## config.mk

```make
export PLATFORM = sky130hd
export DESIGN_NAME = mmcm_ps_ctrl
export DESIGN_NICKNAME = d
export VERILOG_FILES = /design/src/rtl/mmcm_ps_pkg.sv /design/src/rtl/mmcm_ps_ctrl.sv
export SDC_FILE = /design/constraint.sdc
export NUM_CORES = 1
export LEC_CHECK = 0
export BUFFER_PORTS_ARGS = -buffer_cell sky130_fd_sc_hd__buf_2
export CAP_MARGIN = 30
export CELL_PAD_IN_SITES_DETAIL_PLACEMENT = 2
export CELL_PAD_IN_SITES_GLOBAL_PLACEMENT = 2
export CORE_MARGIN = 2
export CORE_UTILIZATION = 32
export CTS_BUF_LIST = sky130_fd_sc_hd__clkbuf_4
export CTS_CLUSTER_DIAMETER = 40
export CTS_CLUSTER_SIZE = 24
export DETAILED_ROUTE_END_ITERATION = 12
export PLACE_DENSITY = 0.9
export SYNTH_ARGS = -nofsm -noshare
export SYNTH_HDL_FRONTEND = slang
export SYNTH_SLANG_ARGS = --single-unit
```

## constraint.sdc

```tcl
create_clock -name psclk -period 2.4 [get_ports psclk]
set_input_delay 0.12 -clock psclk [delete_from_list [all_inputs] [get_ports psclk]]
set_output_delay 0.12 -clock psclk [all_outputs]
set_load 0.02 [all_outputs]
```

## src/rtl/mmcm_ps_pkg.sv

```systemverilog
`default_nettype none
// ============================================================================
//  Module      : mmcm_ps_pkg
//  Description : Shared types and defaults for the MMCM dynamic phase-shift
//                controller (FSM states, error codes, period default).
//  Revision    : 1.0 - initial release
// ============================================================================
package mmcm_ps_pkg;

    // Fine phase steps in one CLKOUT0 period (56 x CLKOUT0_DIVIDE of 10).
    localparam int PERIOD_STEPS_DEF = 560;

    typedef enum logic [1:0] {
        IDLE      = 2'd0,
        ISSUE     = 2'd1,
        WAIT_DONE = 2'd2
    } ps_state_t;

    typedef enum logic [1:0] {
        ERR_NONE      = 2'd0,
        ERR_TIMEOUT   = 2'd1,
        ERR_LOCK_LOST = 2'd2,
        ERR_ABORTED   = 2'd3
    } ps_err_t;

endpackage : mmcm_ps_pkg
`default_nettype wire

```

## src/rtl/mmcm_ps_ctrl.sv

```systemverilog
`default_nettype none
// ============================================================================
//  Module      : mmcm_ps_ctrl
//  Description : Initiator for the MMCM dynamic phase-shift port. Turns a
//                signed step request into paced single-cycle psen pulses,
//                waits for psdone after each, and tracks the absolute fine
//                phase of CLKOUT0 modulo one output period.
//                Optional build macro PS_TIMEOUT_EN: abandon a step when
//                psdone has not arrived TIMEOUT_CYC cycles after psen.
//  Revision    : 1.0 - initial release
// ============================================================================
module mmcm_ps_ctrl
    import mmcm_ps_pkg::*;
#(
    parameter int STEP_W       = 12,
    parameter int POS_W        = 10,
    parameter int PERIOD_STEPS = PERIOD_STEPS_DEF,
    parameter int TIMEOUT_CYC  = 64
) (
    input  logic              psclk,
    input  logic              resetn,
    input  logic              req_valid,
    output logic              req_ready,
    input  logic [STEP_W-1:0] req_steps,
    input  logic              abort,
    input  logic              pos_clear,
    input  logic              locked,
    output logic              psen,
    output logic              psincdec,
    input  logic              psdone,
    output logic              busy,
    output logic              done,
    output logic [1:0]        err_code,
    output logic [POS_W-1:0]  position,
    output logic              pos_valid,
    output logic [STEP_W-1:0] steps_left
);

    localparam logic [POS_W-1:0]  POS_LAST = POS_W'(PERIOD_STEPS - 1);
    localparam logic [STEP_W-1:0] STEP_ONE = STEP_W'(1);

    ps_state_t         state_q;
    ps_err_t           err_q;
    logic              psen_q;
    logic              psincdec_q;
    logic              done_q;
    logic [POS_W-1:0]  pos_q;
    logic              pos_valid_q;
    logic [STEP_W-1:0] steps_q;
    logic              abort_pend_q;

    logic [STEP_W-1:0] req_mag_d;
    logic [POS_W-1:0]  pos_next_d;
    logic              w_timeout;

    // Magnitude of the signed request; the most negative value maps to
    // 2^(STEP_W-1), which fits because the result is treated as unsigned.
    always_comb begin
        req_mag_d = req_steps;
        if (req_steps[STEP_W-1]) begin
            req_mag_d = (~req_steps) + STEP_ONE;
        end
    end

    // Position after one completed step in the latched direction, wrapping
    // at the period boundary in both directions.
    always_comb begin
        pos_next_d = pos_q;
        if (psincdec_q) begin
            pos_next_d = (pos_q == POS_LAST) ? '0 : pos_q + POS_W'(1);
        end else begin
            pos_next_d = (pos_q == '0) ? POS_LAST : pos_q - POS_W'(1);
        end
    end

`ifdef PS_TIMEOUT_EN
    localparam int TO_W = (TIMEOUT_CYC > 1) ? $clog2(TIMEOUT_CYC) : 1;
    localparam logic [TO_W-1:0] TO_LAST = TO_W'(TIMEOUT_CYC - 1);

    logic [TO_W-1:0] to_cnt_q;

    // Cycles elapsed since the outstanding psen; 1 in the first WAIT_DONE
    // cycle so that leaving on TO_LAST lands IDLE exactly TIMEOUT_CYC
    // cycles after psen.
    always_ff @(posedge psclk) begin
        if (!resetn) begin
            to_cnt_q <= '0;
        end else if (state_q == ISSUE) begin
            to_cnt_q <= TO_W'(1);
        end else if (state_q == WAIT_DONE && to_cnt_q != TO_LAST) begin
            to_cnt_q <= to_cnt_q + TO_W'(1);
        end
    end

    assign w_timeout = (to_cnt_q == TO_LAST);
`else
    // Never true: WAIT_DONE is left only by psdone, lock loss or reset.
    assign w_timeout = (TIMEOUT_CYC < 0);
`endif

    // Main sequencer: request acceptance, psen pacing, position tracking
    // and error reporting, all outputs registered.
    always_ff @(posedge psclk) begin
        if (!resetn) begin
            state_q      <= IDLE;
            err_q        <= ERR_NONE;
            psen_q       <= 1'b0;
            psincdec_q   <= 1'b0;
            done_q       <= 1'b0;
            pos_q        <= '0;
            pos_valid_q  <= 1'b1;
            steps_q      <= '0;
            abort_pend_q <= 1'b0;
        end else begin
            psen_q <= 1'b0;
            done_q <= 1'b0;
            case (state_q)
                IDLE: begin
                    abort_pend_q <= 1'b0;
                    if (pos_clear) begin
                        pos_q       <= '0;
                        pos_valid_q <= 1'b1;
                    end
                    if (req_valid && locked) begin
                        err_q      <= ERR_NONE;
                        psincdec_q <= ~req_steps[STEP_W-1];
                        steps_q    <= req_mag_d;
                        if (req_mag_d == '0) begin
                            done_q <= 1'b1;
                        end else begin
                            state_q <= ISSUE;
                            psen_q  <= 1'b1;
                        end
                    end
                end

                ISSUE: begin
                    if (!locked) begin
                        state_q     <= IDLE;
                        err_q       <= ERR_LOCK_LOST;
                        pos_valid_q <= 1'b0;
                        steps_q     <= '0;
                    end else begin
                        // The psen of this cycle is already on its way, so an
                        // abort here only takes effect after its psdone.
                        state_q <= WAIT_DONE;
                        if (abort) begin
                            abort_pend_q <= 1'b1;
                        end
                    end
                end

                WAIT_DONE: begin
                    if (!locked) begin
                        state_q     <= IDLE;
                        err_q       <= ERR_LOCK_LOST;
                        pos_valid_q <= 1'b0;
                        steps_q     <= '0;
                    end else if (psdone) begin
                        pos_q   <= pos_next_d;
                        steps_q <= steps_q - STEP_ONE;
                        if (abort_pend_q || abort) begin
                            state_q <= IDLE;
                            err_q   <= ERR_ABORTED;
                        end else if (steps_q == STEP_ONE) begin
                            state_q <= IDLE;
                            done_q  <= 1'b1;
                        end else begin
                            state_q <= ISSUE;
                            psen_q  <= 1'b1;
                        end
                    end else if (w_timeout) begin
                        state_q     <= IDLE;
                        err_q       <= ERR_TIMEOUT;
                        pos_valid_q <= 1'b0;
                        steps_q     <= '0;
                    end else if (abort) begin
                        abort_pend_q <= 1'b1;
                    end
                end

                default: begin
                    state_q <= IDLE;
                end
            endcase
        end
    end

    assign req_ready  = (state_q == IDLE) && locked;
    assign busy       = (state_q != IDLE);
    assign psen       = psen_q;
    assign psincdec   = psincdec_q;
    assign done       = done_q;
    assign err_code   = err_q;
    assign position   = pos_q;
    assign pos_valid  = pos_valid_q;
    assign steps_left = steps_q;

endmodule : mmcm_ps_ctrl
`default_nettype wire

```

### Word level (Yosys, flattened, before mapping)

Index checks and enable logic that the tools add are counted.

* output and inout bits: 30
* flip-flop bits (word level): 31
* input bits: 19
* word-level logic and storage cells: 97

* equal/unequal tests: 15
* bitwise gates (word level): 2
* reductions and logical operators: 18
* mux-type cells: 49
* add/subtract/negate cells: 4

Operators by type and width (count)
* 10-bit two-way mux: 6
* 12-bit two-way mux: 5
* 12-bit case mux with 3 select lines: 1
* 1-bit two-way mux: 20
* 2-bit two-way mux: 10
* 10-bit case mux with 2 select lines: 1
* 2-bit inequality test, second input constant: 9
* 12-bit by 1-bit adder with 12-bit output, second input constant: 1
* 12-bit by 1-bit == test with 1-bit output, second input constant: 1
* 12-bit zero test: 1
* 12-bit NOT: 1
* 2-bit case mux with 3 select lines: 2
* 4-bit AND reduction: 3
* 12-bit by 1-bit subtractor with 12-bit output, second input constant: 1
* 10-bit by 1-bit adder with 10-bit output, second input constant: 1
* 10-bit == test, second input constant: 1
* 10-bit zero test: 1
* 10-bit by 1-bit subtractor with 10-bit output, second input constant: 1
* 3-bit inequality test, second input constant: 2
* 1-bit case mux with 2 select lines: 3
* 3-bit AND reduction: 2
* 2-bit nonzero test: 3
* 5-bit AND reduction: 1
* 1-bit case mux with 3 select lines: 1
* 9 further kinds: 10

### Logic depth before layout (Yosys ltp)

Gate-level depths: netlist of the first run.

* word-level depth: 7
* mapped depth: 10
* gate-level depth less buffers: 8

### Worst setup path before layout of the first run

Ideal clock, no wire load.

* kind: register to register
* start point: register state_q[0]
* end point: register pos_q[8], in the netlist position[8]
* stages on the path, launching flop included: 9
* data required time: 2.330 ns
* library setup time: 0.070 ns
* data arrival time: 2.049 ns
* setup slack: 0.281 ns
* buffers on the path: 1
* period minus slack after synthesis: 2.119 ns
* path through: dfxtp_1 -> inv_1 -> ha_1 -> clkbuf_1 -> nor2b_1 -> nor3_1 -> o41ai_1 -> or3_1 -> a21oi_1

* cells in the longest elaborated chain, start to end: 3
* elaborated cells on any way between the ends: 8
* those cells by class: 4 x eq/ne; 1 x mux; 3 x reduce/logical

RTL lines
* from (decl): line mmcm_ps_ctrl.sv:42 `ps_state_t state_q;`
* from (signal assigned): line mmcm_ps_ctrl.sv:105 `state_q <= IDLE;`
* from (signal assigned): line mmcm_ps_ctrl.sv:131 `state_q <= ISSUE;`
* from (signal assigned): line mmcm_ps_ctrl.sv:139 `state_q <= IDLE;`
* 2-bit == test / 2-bit zero test (equally long branches): line mmcm_ps_ctrl.sv:117 `case (state_q)`
* 2-bit inequality test (no line) / 2-bit nonzero test (equally long branches)
* 4-bit AND reduction (no line)
* to (signal assigned): line mmcm_ps_ctrl.sv:160 `pos_q <= pos_next_d;`
* to (decl): line mmcm_ps_ctrl.sv:47 `logic [POS_W-1:0] pos_q;`

Parallel ways exist; a longest one is shown, timed or not.
A chain may end at the register's enable or synchronous reset.

### Worst setup path in the final report of the first run

* start point: register state_q[0]
* end point: register steps_q[1], in the netlist steps_left[1]

* cells in the longest elaborated chain, start to end: 3
* elaborated cells on any way between the ends: 9
* those cells by class: 5 x eq/ne; 1 x mux; 3 x reduce/logical

RTL lines
* 2-bit == test (tied with other cells): line mmcm_ps_ctrl.sv:117
* 3-bit inequality test (no line) (tied with other cells)
* 4-bit AND reduction (no line)
* to (signal assigned): line mmcm_ps_ctrl.sv:127 `steps_q <= req_mag_d;`
* to (signal assigned): line mmcm_ps_ctrl.sv:161 `steps_q <= steps_q - STEP_ONE;`
* to (decl): line mmcm_ps_ctrl.sv:49 `logic [STEP_W-1:0] steps_q;`

Parallel ways exist; a longest one is shown, timed or not.

==> impl_metrics.prom, run 1 <==
# TYPE chip_impl_metric gauge
chip_impl_metric{name="worst_skew_pair.late_latency",unit="ps"} 360
chip_impl_metric{name="postCtsHoldBufs",unit=""} 0
chip_impl_metric{name="ys_seq_area_frac",unit=""} 0.249
chip_impl_metric{name="timing.final.hold_violations",unit=""} 0
chip_impl_info{name="rsz0062_at_grt",value="no"} 1
chip_impl_metric{name="final.fill_count",unit=""} 942
chip_impl_info{name="cts_root_buffer",value="sky130_fd_sc_hd__clkbuf_4"} 1
chip_impl_metric{name="floorplan.initialDensity",unit=""} 0.325
chip_impl_metric{name="synth_area_per_cell",unit="µm²"} 7.09
chip_impl_metric{name="dr_total_vias",unit=""} 2977
chip_impl_info{name="tritoncts",value="done"} 1
chip_impl_metric{name="ios",unit=""} 49
chip_impl_metric{name="die_area",unit="µm²"} 8490
chip_impl_metric{name="fin_setup_tns",unit="ps"} 0
chip_impl_metric{name="placementRows",unit=""} 32
chip_impl_metric{name="required",unit="ps"} 2660
chip_impl_info{name="layout_common_cells",value="sky130_fd_sc_hd__buf_2 (48), sky130_fd_sc_hd__nor2_1 (31), sky130_fd_sc_hd__dfxtp_1 (31), sky130_fd_sc_hd__a21oi_1 (30), sky130_fd_sc_hd__o21ai_0 (30)"} 1
chip_impl_metric{name="floorplan.core_area",unit="µm²"} 7650
chip_impl_metric{name="portBuffers",unit=""} 48
chip_impl_metric{name="syn_area",unit="µm²"} 2490
chip_impl_metric{name="cellPowerDensity",unit="nW/µm²"} 698
chip_impl_metric{name="post-dp-hpwl",unit="mm"} 7.20
chip_impl_metric{name="area.growth.synth_to_final",unit="%"} 19.8
chip_impl_metric{name="total_clock_buffers_created_by_cts",unit=""} 5
chip_impl_info{name="start_kind",value="register"} 1
chip_impl_metric{name="leakagePower",unit="nW"} 1.24
chip_impl_metric{name="fp.dieH",unit="µm"} 92.2
chip_impl_metric{name="finalNetCount",unit=""} 427
chip_impl_metric{name="gpl.final_weighted_congestion",unit=""} 0.864
chip_impl_metric{name="timing.clock.skew",unit="ps"} 22.2
chip_impl_metric{name="initialDrtViolationCount",unit=""} 131
chip_impl_metric{name="synth.yosys.warnings",unit=""} 0
chip_impl_metric{name="worstPathMaxFanout",unit=""} 12
chip_impl_metric{name="cp.arrival",unit="ps"} 2360
chip_impl_metric{name="count_of_flip_flops_with_a_built_in_enable_after_synthesis",unit=""} 0
chip_impl_metric{name="num_antenna_cells",unit=""} 0
chip_impl_metric{name="synth_async_sr_flop_share",unit=""} 0
chip_impl_metric{name="fin_total_pwr",unit="mW"} 2.08
chip_impl_metric{name="synth.lib_cells_used.distinct",unit=""} 55
chip_impl_metric{name="post_route_cells_drive_above_1_share",unit=""} 0.193
chip_impl_metric{name="wire_length_of_the_first_global_routing_pass",unit="mm"} 16.8
chip_impl_metric{name="grt_antenna_before_repair",unit=""} 0
chip_impl_metric{name="cts_max_path_buffers",unit=""} 2
chip_impl_metric{name="die_w",unit="µm"} 92.2
chip_impl_metric{name="clock-sinks",unit=""} 31
chip_impl_metric{name="fmax",unit="MHz"} 477
chip_impl_metric{name="routedWlPerCell",unit="µm"} 20.1
chip_impl_metric{name="gr-total-overflow",unit=""} 0
chip_impl_metric{name="cts_resized",unit=""} 0
chip_impl_info{name="run_status",value="completed"} 1
chip_impl_metric{name="power.ir.vdd_worst",unit="V"} 0.000349
chip_impl_metric{name="track_usage",unit=""} 0.247
chip_impl_metric{name="worst-slew-pin-transition",unit="ps"} 635
chip_impl_metric{name="setup_viol",unit=""} 0
chip_impl_info{name="ys.flop_type",value="sky130_fd_sc_hd__dfxtp_1"} 1
chip_impl_metric{name="final.period_utilization",unit=""} 0.874
chip_impl_metric{name="largest_net_degree_at_the_start_of_global_routing",unit=""} 26
chip_impl_metric{name="final_period_minus_worst_setup_slack",unit="ps"} 2100
chip_impl_metric{name="cts.clk_slew.worst_paths",unit="ps"} 120
chip_impl_info{name="cp-end-kind",value="register"} 1
chip_impl_info{name="mostFrequentLayoutCell",value="sky130_fd_sc_hd__buf_2"} 1
chip_impl_metric{name="synth.net_count",unit=""} 379
chip_impl_metric{name="post_cts.repair.setup_buffers",unit=""} 0
chip_impl_info{name="crit_type",value="reg2reg"} 1
chip_impl_metric{name="residual_drc",unit=""} 0
chip_impl_metric{name="whs_path_depth",unit=""} 2
chip_impl_info{name="min_path_type",value="in2reg"} 1
chip_impl_metric{name="ant_nets",unit=""} 0
chip_impl_metric{name="yosys_register_bits",unit=""} 31
chip_impl_metric{name="cts-htree-levels",unit=""} 2
chip_impl_metric{name="max_cap_violations",unit=""} 0
chip_impl_metric{name="synthesis.instances",unit=""} 351
chip_impl_metric{name="drtPass1Iterations",unit=""} 4
chip_impl_metric{name="slew_viol_final",unit=""} 0
chip_impl_metric{name="ff2ff_path_depth",unit=""} 6
chip_impl_metric{name="first_global_vias",unit=""} 3160
chip_impl_metric{name="slew-limit-headroom",unit=""} 0.576
chip_impl_metric{name="post_drt_via_cell_ratio",unit=""} 5.93
chip_impl_metric{name="drt_wl_total",unit="mm"} 10.1
power breakdown:
group | internal [mW] | leakage, nW | switching (mW) | total, mW
Combinational | 0.342 | 0.949 | 0.641 | 0.983
Clock | 0.214 | 0.0426 | 0.218 | 0.433
Sequential | 0.580 | 0.252 | 0.0840 | 0.664
Total | 1.14 | 1.24 | 0.944 | 2.08
final timing paths:
path	from	endpoint	slack, ps
setup / recovery	state_q[0]	steps_left[1]	300
hold / removal	resetn	pos_valid	80
setup reg to reg	state_q[0]	steps_left[1]	300
hold reg to reg	steps_left[8]	steps_left[8]	520
metrics by stage:
stage | hold slack [ps] | cells | area (µm²) | util | worst slack (ps)
after CTS | 81.9 | 502 | 2970 | 0.389 | 158
after global routing | 80.8 | 502 | 2980 | 0.390 | 133
after floorplan | 307 | 351 | 2490 | - | 281
final | 83.5 | 502 | 2980 | 0.390 | 302
after global placement | 422 | 494 | 2900 | 0.379 | 193
after detailed placement | 451 | 494 | 2900 | 0.379 | 97.1
state kept, by name (all words and copies together) (netlist names):
signal        count
state_q           2
steps_left       12
psen              1
done              1
psincdec          1
abort_pend_q      1
position         10
pos_valid         1
err_code          2
worst max-delay path, stage by stage, from the launching register on:
cell and delay [ps]:
sky130_fd_sc_hd__dfxtp_1 380, sky130_fd_sc_hd__inv_1 110, sky130_fd_sc_hd__ha_1 440, sky130_fd_sc_hd__nand3_1 430, sky130_fd_sc_hd__o22ai_1 340, sky130_fd_sc_hd__nor2_1 80, sky130_fd_sc_hd__a211oi_1 220
cell type report:
cell class / count / area [µm²] / share of cell area
Clock inverter: 3 / 38.8 / 0.0130
Clock buffer: 5 / 37.5 / 0.0126
Multi-Input combinational cell: 279 / 1720 / 0.576
Sequential cell: 31 / 621 / 0.208
Timing Repair Buffer: 67 / 383 / 0.128
Tap cell: 102 / 128 / 0.0428
Inverter: 15 / 56.3 / 0.0189
cell usage after synthesis, types with 2 or more instances:
cell / number / area share
sky130_fd_sc_hd__o41ai_1: 3 / 0.011
sky130_fd_sc_hd__a211oi_1: 5 / 0.015
sky130_fd_sc_hd__nand4_1: 9 / 0.023
sky130_fd_sc_hd__and4_1: 2 / 0.0070
sky130_fd_sc_hd__nand2b_1: 3 / 0.0075
sky130_fd_sc_hd__o31a_1: 2 / 0.0070
sky130_fd_sc_hd__o211ai_1: 3 / 0.0091
sky130_fd_sc_hd__nand2_1: 28 / 0.042
sky130_fd_sc_hd__dfxtp_1: 31 / 0.25
sky130_fd_sc_hd__or4_1: 2 / 0.0060
sky130_fd_sc_hd__mux2i_1: 3 / 0.012
sky130_fd_sc_hd__xor2_1: 10 / 0.035
sky130_fd_sc_hd__o32ai_1: 3 / 0.011
sky130_fd_sc_hd__and3_1: 8 / 0.020
sky130_fd_sc_hd__o221ai_1: 2 / 0.0070
sky130_fd_sc_hd__buf_2: 2 / 0.0040
sky130_fd_sc_hd__nor2_1: 31 / 0.047
sky130_fd_sc_hd__o31ai_1: 2 / 0.0060
sky130_fd_sc_hd__and2_1: 3 / 0.0075
sky130_fd_sc_hd__nor2b_1: 5 / 0.013
sky130_fd_sc_hd__o311ai_1: 3 / 0.011
sky130_fd_sc_hd__a22oi_1: 5 / 0.015
sky130_fd_sc_hd__ha_1: 9 / 0.045
sky130_fd_sc_hd__nor4_1: 6 / 0.015
sky130_fd_sc_hd__inv_1: 15 / 0.023
sky130_fd_sc_hd__a2bb2oi_1: 2 / 0.0070
sky130_fd_sc_hd__a21oi_1: 30 / 0.060
sky130_fd_sc_hd__o2111ai_1: 3 / 0.011
sky130_fd_sc_hd__nand4b_1: 3 / 0.011
sky130_fd_sc_hd__or3b_1: 2 / 0.0070
sky130_fd_sc_hd__a21o_1: 3 / 0.0091
sky130_fd_sc_hd__nor3_1: 18 / 0.036
sky130_fd_sc_hd__o21ai_0: 30 / 0.060
sky130_fd_sc_hd__nand3_1: 7 / 0.014
sky130_fd_sc_hd__clkbuf_1: 24 / 0.036
sky130_fd_sc_hd__o22ai_1: 8 / 0.020
sky130_fd_sc_hd__or3_1: 7 / 0.018
sky130_fd_sc_hd__a31oi_1: 2 / 0.0050
metal layers:
layer / share of wire / track usage / up-vias
li1: - / - / 1403
met1: 0.46 / 0.312 / 1505
met2: 0.50 / 0.449 / 61
met3: 0.035 / 0.0320 / 8
met4: 0.0057 / 0.0522 / 0
met5: 0 / 0 / -
cell families after synthesis:
logic type / synth area share
buffers and inverters: 0.0629
AOI/OAI and AO/OA: 0.297
adders and majority gates: 0.0453
xor gates and xnor gates: 0.0387
DFF: 0.249
and+or+nand+nor: 0.295
muxes: 0.0121
No activity file was read; power rests on OpenSTA's default activity.
==> run 2, diff against run 1 <==
--- a/config.mk
+++ b/config.mk
@@ -15,6 +15,7 @@
 export CTS_CLUSTER_DIAMETER = 40
 export CTS_CLUSTER_SIZE = 24
 export DETAILED_ROUTE_END_ITERATION = 12
+export HOLD_SLACK_MARGIN = 0.06
 export PLACE_DENSITY = 0.9
 export SYNTH_ARGS = -nofsm -noshare
 export SYNTH_HDL_FRONTEND = slang
==> constraint.sdc (replaced) <==
create_clock -name psclk -period 2.4 [get_ports psclk]
set_input_delay 0.48 -clock psclk [delete_from_list [all_inputs] [get_ports psclk]]
set_output_delay 0.48 -clock psclk [all_outputs]
set_load 0.02 [all_outputs]
==> run 2 against run 1 <==
  * Global-route usage increased by 1.9 points
  * Die area stayed put
  * Sequential power barely moved
  * Count of clock-buffer cells in the layout did not move
  * Via count rose by 4.6%
  * Clock skew is 1.1 ps higher
  * Non-clock buffer count up 15
  * Setup slack lost 130 ps
  * Worst hold slack better by 340 ps
  * Routed wire length is 7.9% higher
  * Clock power about the same
  * First-iteration DRC count fell by 36%
  * Critical path type is now in2reg
  * Critical endpoint is now done
  * Largest power group unchanged
==> impl_metrics.prom, run 2 (same netlist as run 1, synthesis figures left out) <==
# TYPE chip_impl_metric gauge
chip_impl_info{name="crit_path_start",value="req_steps[1]"} 1
chip_impl_metric{name="post_route_cells_drive_above_1_share",unit=""} 0.229
chip_impl_info{name="crit-reg2reg-capture",value="done"} 1
chip_impl_metric{name="multi_input_comb_area",unit="µm²"} 1740
chip_impl_info{name="mostFrequentLayoutCell",value="sky130_fd_sc_hd__buf_2"} 1
chip_impl_metric{name="timing.final.hold_violations",unit=""} 0
chip_impl_metric{name="worst-slew-pin-transition",unit="ps"} 617
chip_impl_info{name="crit_type",value="in2reg"} 1
chip_impl_metric{name="fp.dieH",unit="µm"} 92.2
chip_impl_metric{name="finalNetCount",unit=""} 442
chip_impl_metric{name="gpl.final_weighted_congestion",unit=""} 0.844
chip_impl_metric{name="fin_setup_tns",unit="ps"} 0
chip_impl_metric{name="die_w",unit="µm"} 92.2
chip_impl_metric{name="worstPathMaxFanout",unit=""} 6
chip_impl_metric{name="setup_viol",unit=""} 0
chip_impl_info{name="cp-end-kind",value="register"} 1
chip_impl_metric{name="timing.clock.skew",unit="ps"} 23.3
chip_impl_metric{name="fmax",unit="MHz"} 448
chip_impl_metric{name="wire_length_of_the_first_global_routing_pass",unit="mm"} 18.1
chip_impl_info{name="layout_common_cells",value="sky130_fd_sc_hd__buf_2 (48), sky130_fd_sc_hd__buf_4 (34), sky130_fd_sc_hd__nor2_1 (31), sky130_fd_sc_hd__dfxtp_1 (31)"} 1
chip_impl_metric{name="cts-htree-levels",unit=""} 2
chip_impl_metric{name="drtPass1Iterations",unit=""} 4
chip_impl_metric{name="ff2ff_path_depth",unit=""} 5
chip_impl_metric{name="num_antenna_cells",unit=""} 0
chip_impl_info{name="min_path_type",value="in2reg"} 1
chip_impl_info{name="start_kind",value="input pin"} 1
chip_impl_info{name="worst_hold_startpoint",value="resetn"} 1
chip_impl_metric{name="cts_max_path_buffers",unit=""} 2
chip_impl_metric{name="die_area",unit="µm²"} 8490
chip_impl_metric{name="initialDrtViolationCount",unit=""} 84
chip_impl_metric{name="power.ir.vdd_worst",unit="V"} 0.000365
chip_impl_metric{name="total_clock_buffers_created_by_cts",unit=""} 5
chip_impl_metric{name="post_drt_via_cell_ratio",unit=""} 6.02
chip_impl_info{name="run_status",value="completed"} 1
chip_impl_metric{name="worst-path-buf-inv",unit=""} 2
chip_impl_metric{name="slew_viol_final",unit=""} 0
chip_impl_metric{name="ff2ff_setup_slack",unit="ps"} 240
chip_impl_metric{name="postCtsHoldBufs",unit=""} 0
chip_impl_info{name="cp_slowest_cell",value="sky130_fd_sc_hd__or4_4"} 1
chip_impl_metric{name="first_global_vias",unit=""} 3388
chip_impl_metric{name="whs_path_depth",unit=""} 2
chip_impl_metric{name="required",unit="ps"} 2680
chip_impl_metric{name="post-dp-hpwl",unit="mm"} 8.42
chip_impl_metric{name="final_period_minus_worst_setup_slack",unit="ps"} 2230
chip_impl_metric{name="gr-total-overflow",unit=""} 0
chip_impl_metric{name="track_usage",unit=""} 0.266
chip_impl_metric{name="drt_wl_total",unit="mm"} 10.9
chip_impl_metric{name="max_cap_violations",unit=""} 0
chip_impl_metric{name="cts.clk_slew.worst_paths",unit="ps"} 110
chip_impl_metric{name="largest_net_degree_at_the_start_of_global_routing",unit=""} 17
chip_impl_metric{name="flip_flop_count_of_the_largest_register_all_copies_and_words_added",unit=""} 12
chip_impl_metric{name="fin_total_pwr",unit="mW"} 2.11
chip_impl_metric{name="ios",unit=""} 49
chip_impl_metric{name="leakagePower",unit="nW"} 1.31
chip_impl_metric{name="floorplan.core_area",unit="µm²"} 7650
chip_impl_metric{name="routedWlPerCell",unit="µm"} 21.1
chip_impl_info{name="tritoncts",value="done"} 1
chip_impl_info{name="timing.hold.worst_endpoint",value="pos_valid"} 1
chip_impl_metric{name="cellPowerDensity",unit="nW/µm²"} 677
chip_impl_info{name="dominant_delay_contributor_by_cell_family_on_the_critical_path",value="simple AND/OR/NAND/NOR gates"} 1
chip_impl_info{name="worstPathCellList",value="buf_2 -> or4_4 -> or3_4 -> buf_4 -> nor4_1 -> or3b_4 -> nand4_1 -> a21oi_1"} 1
chip_impl_metric{name="portBuffers",unit=""} 48
chip_impl_metric{name="final.fill_count",unit=""} 944
chip_impl_metric{name="area.growth.synth_to_final",unit="%"} 25.1
chip_impl_metric{name="placementRows",unit=""} 32
chip_impl_metric{name="critical_path_cell_count",unit=""} 8
chip_impl_metric{name="post_cts.repair.setup_buffers",unit=""} 0
chip_impl_metric{name="slew-limit-headroom",unit=""} 0.589
chip_impl_metric{name="grt_antenna_before_repair",unit=""} 0
chip_impl_info{name="cts_root_buffer",value="sky130_fd_sc_hd__clkbuf_4"} 1
chip_impl_metric{name="register_area",unit="µm²"} 621
chip_impl_metric{name="final.period_utilization",unit=""} 0.930
chip_impl_metric{name="crit_path_largest_cell_delay",unit="ps"} 560
chip_impl_metric{name="residual_drc",unit=""} 0
chip_impl_metric{name="floorplan.initialDensity",unit=""} 0.325
chip_impl_metric{name="dr_total_vias",unit=""} 3114
chip_impl_metric{name="worst_skew_pair.late_latency",unit="ps"} 370
chip_impl_metric{name="cp.arrival",unit="ps"} 2510
chip_impl_info{name="critical_path.reg2reg.startpoint",value="steps_left[6]"} 1
chip_impl_metric{name="ant_nets",unit=""} 0
chip_impl_metric{name="clock-sinks",unit=""} 31
chip_impl_info{name="rsz0062_at_grt",value="no"} 1
[run 2: metal layers]
metal	vias up	routed length [µm]	track usage
met2	82	5690	0.488
met3	25	354	0.0362
met5	-	0	0
met1	1577	4580	0.316
li1	1430	-	-
met4	0	270	0.0908
[run 2: worst max path at each step]
| stage | end | slack [ps] |
|---|---|---|
| floorplan | state_q[0] | -40 |
| global placement | state_q[0] | -60 |
| detailed placement | done | -260 |
| CTS | steps_left[5] | 80 |
| global route | state_q[0] | 70 |
| finish | done | 170 |
[run 2: through the flow]
stage               instance area (µm²)  std cells  setup WS (ps)  hold WS, ps   util
global route                       3110        517           66.4          442  0.407
detailed placement                 3020        509           -256          487  0.395
global placement                   3020        509          -63.6          476  0.395
finish                             3110        517            169          428  0.407
CTS                                3100        517           75.0          413  0.405
floorplan                          2500        351          -37.2          484      -
[run 2: cell type report]
class                   count  area share
multi-input cells         279       0.558
flip-flops and latches     31       0.199
repair buffers             82       0.159
well taps                 102      0.0410
inverters                  15      0.0181
clock inverters             3      0.0125
clock buffers               5      0.0121
[run 2: repair_timing]
| action | CTS | global route |
|---|---|---|
| endpoints found under the hold margin | 0 | 0 |
| resized for setup | 0 | 4 |
| endpoints found under the setup margin | 0 | 14 |
[run 2: power by group]
| group | internal (mW) | switching [mW] |
|---|---|---|
| clock network | 0.214 | 0.219 |
| registers | 0.580 | 0.0866 |
| logic | 0.356 | 0.652 |
| total | 1.15 | 0.958 |
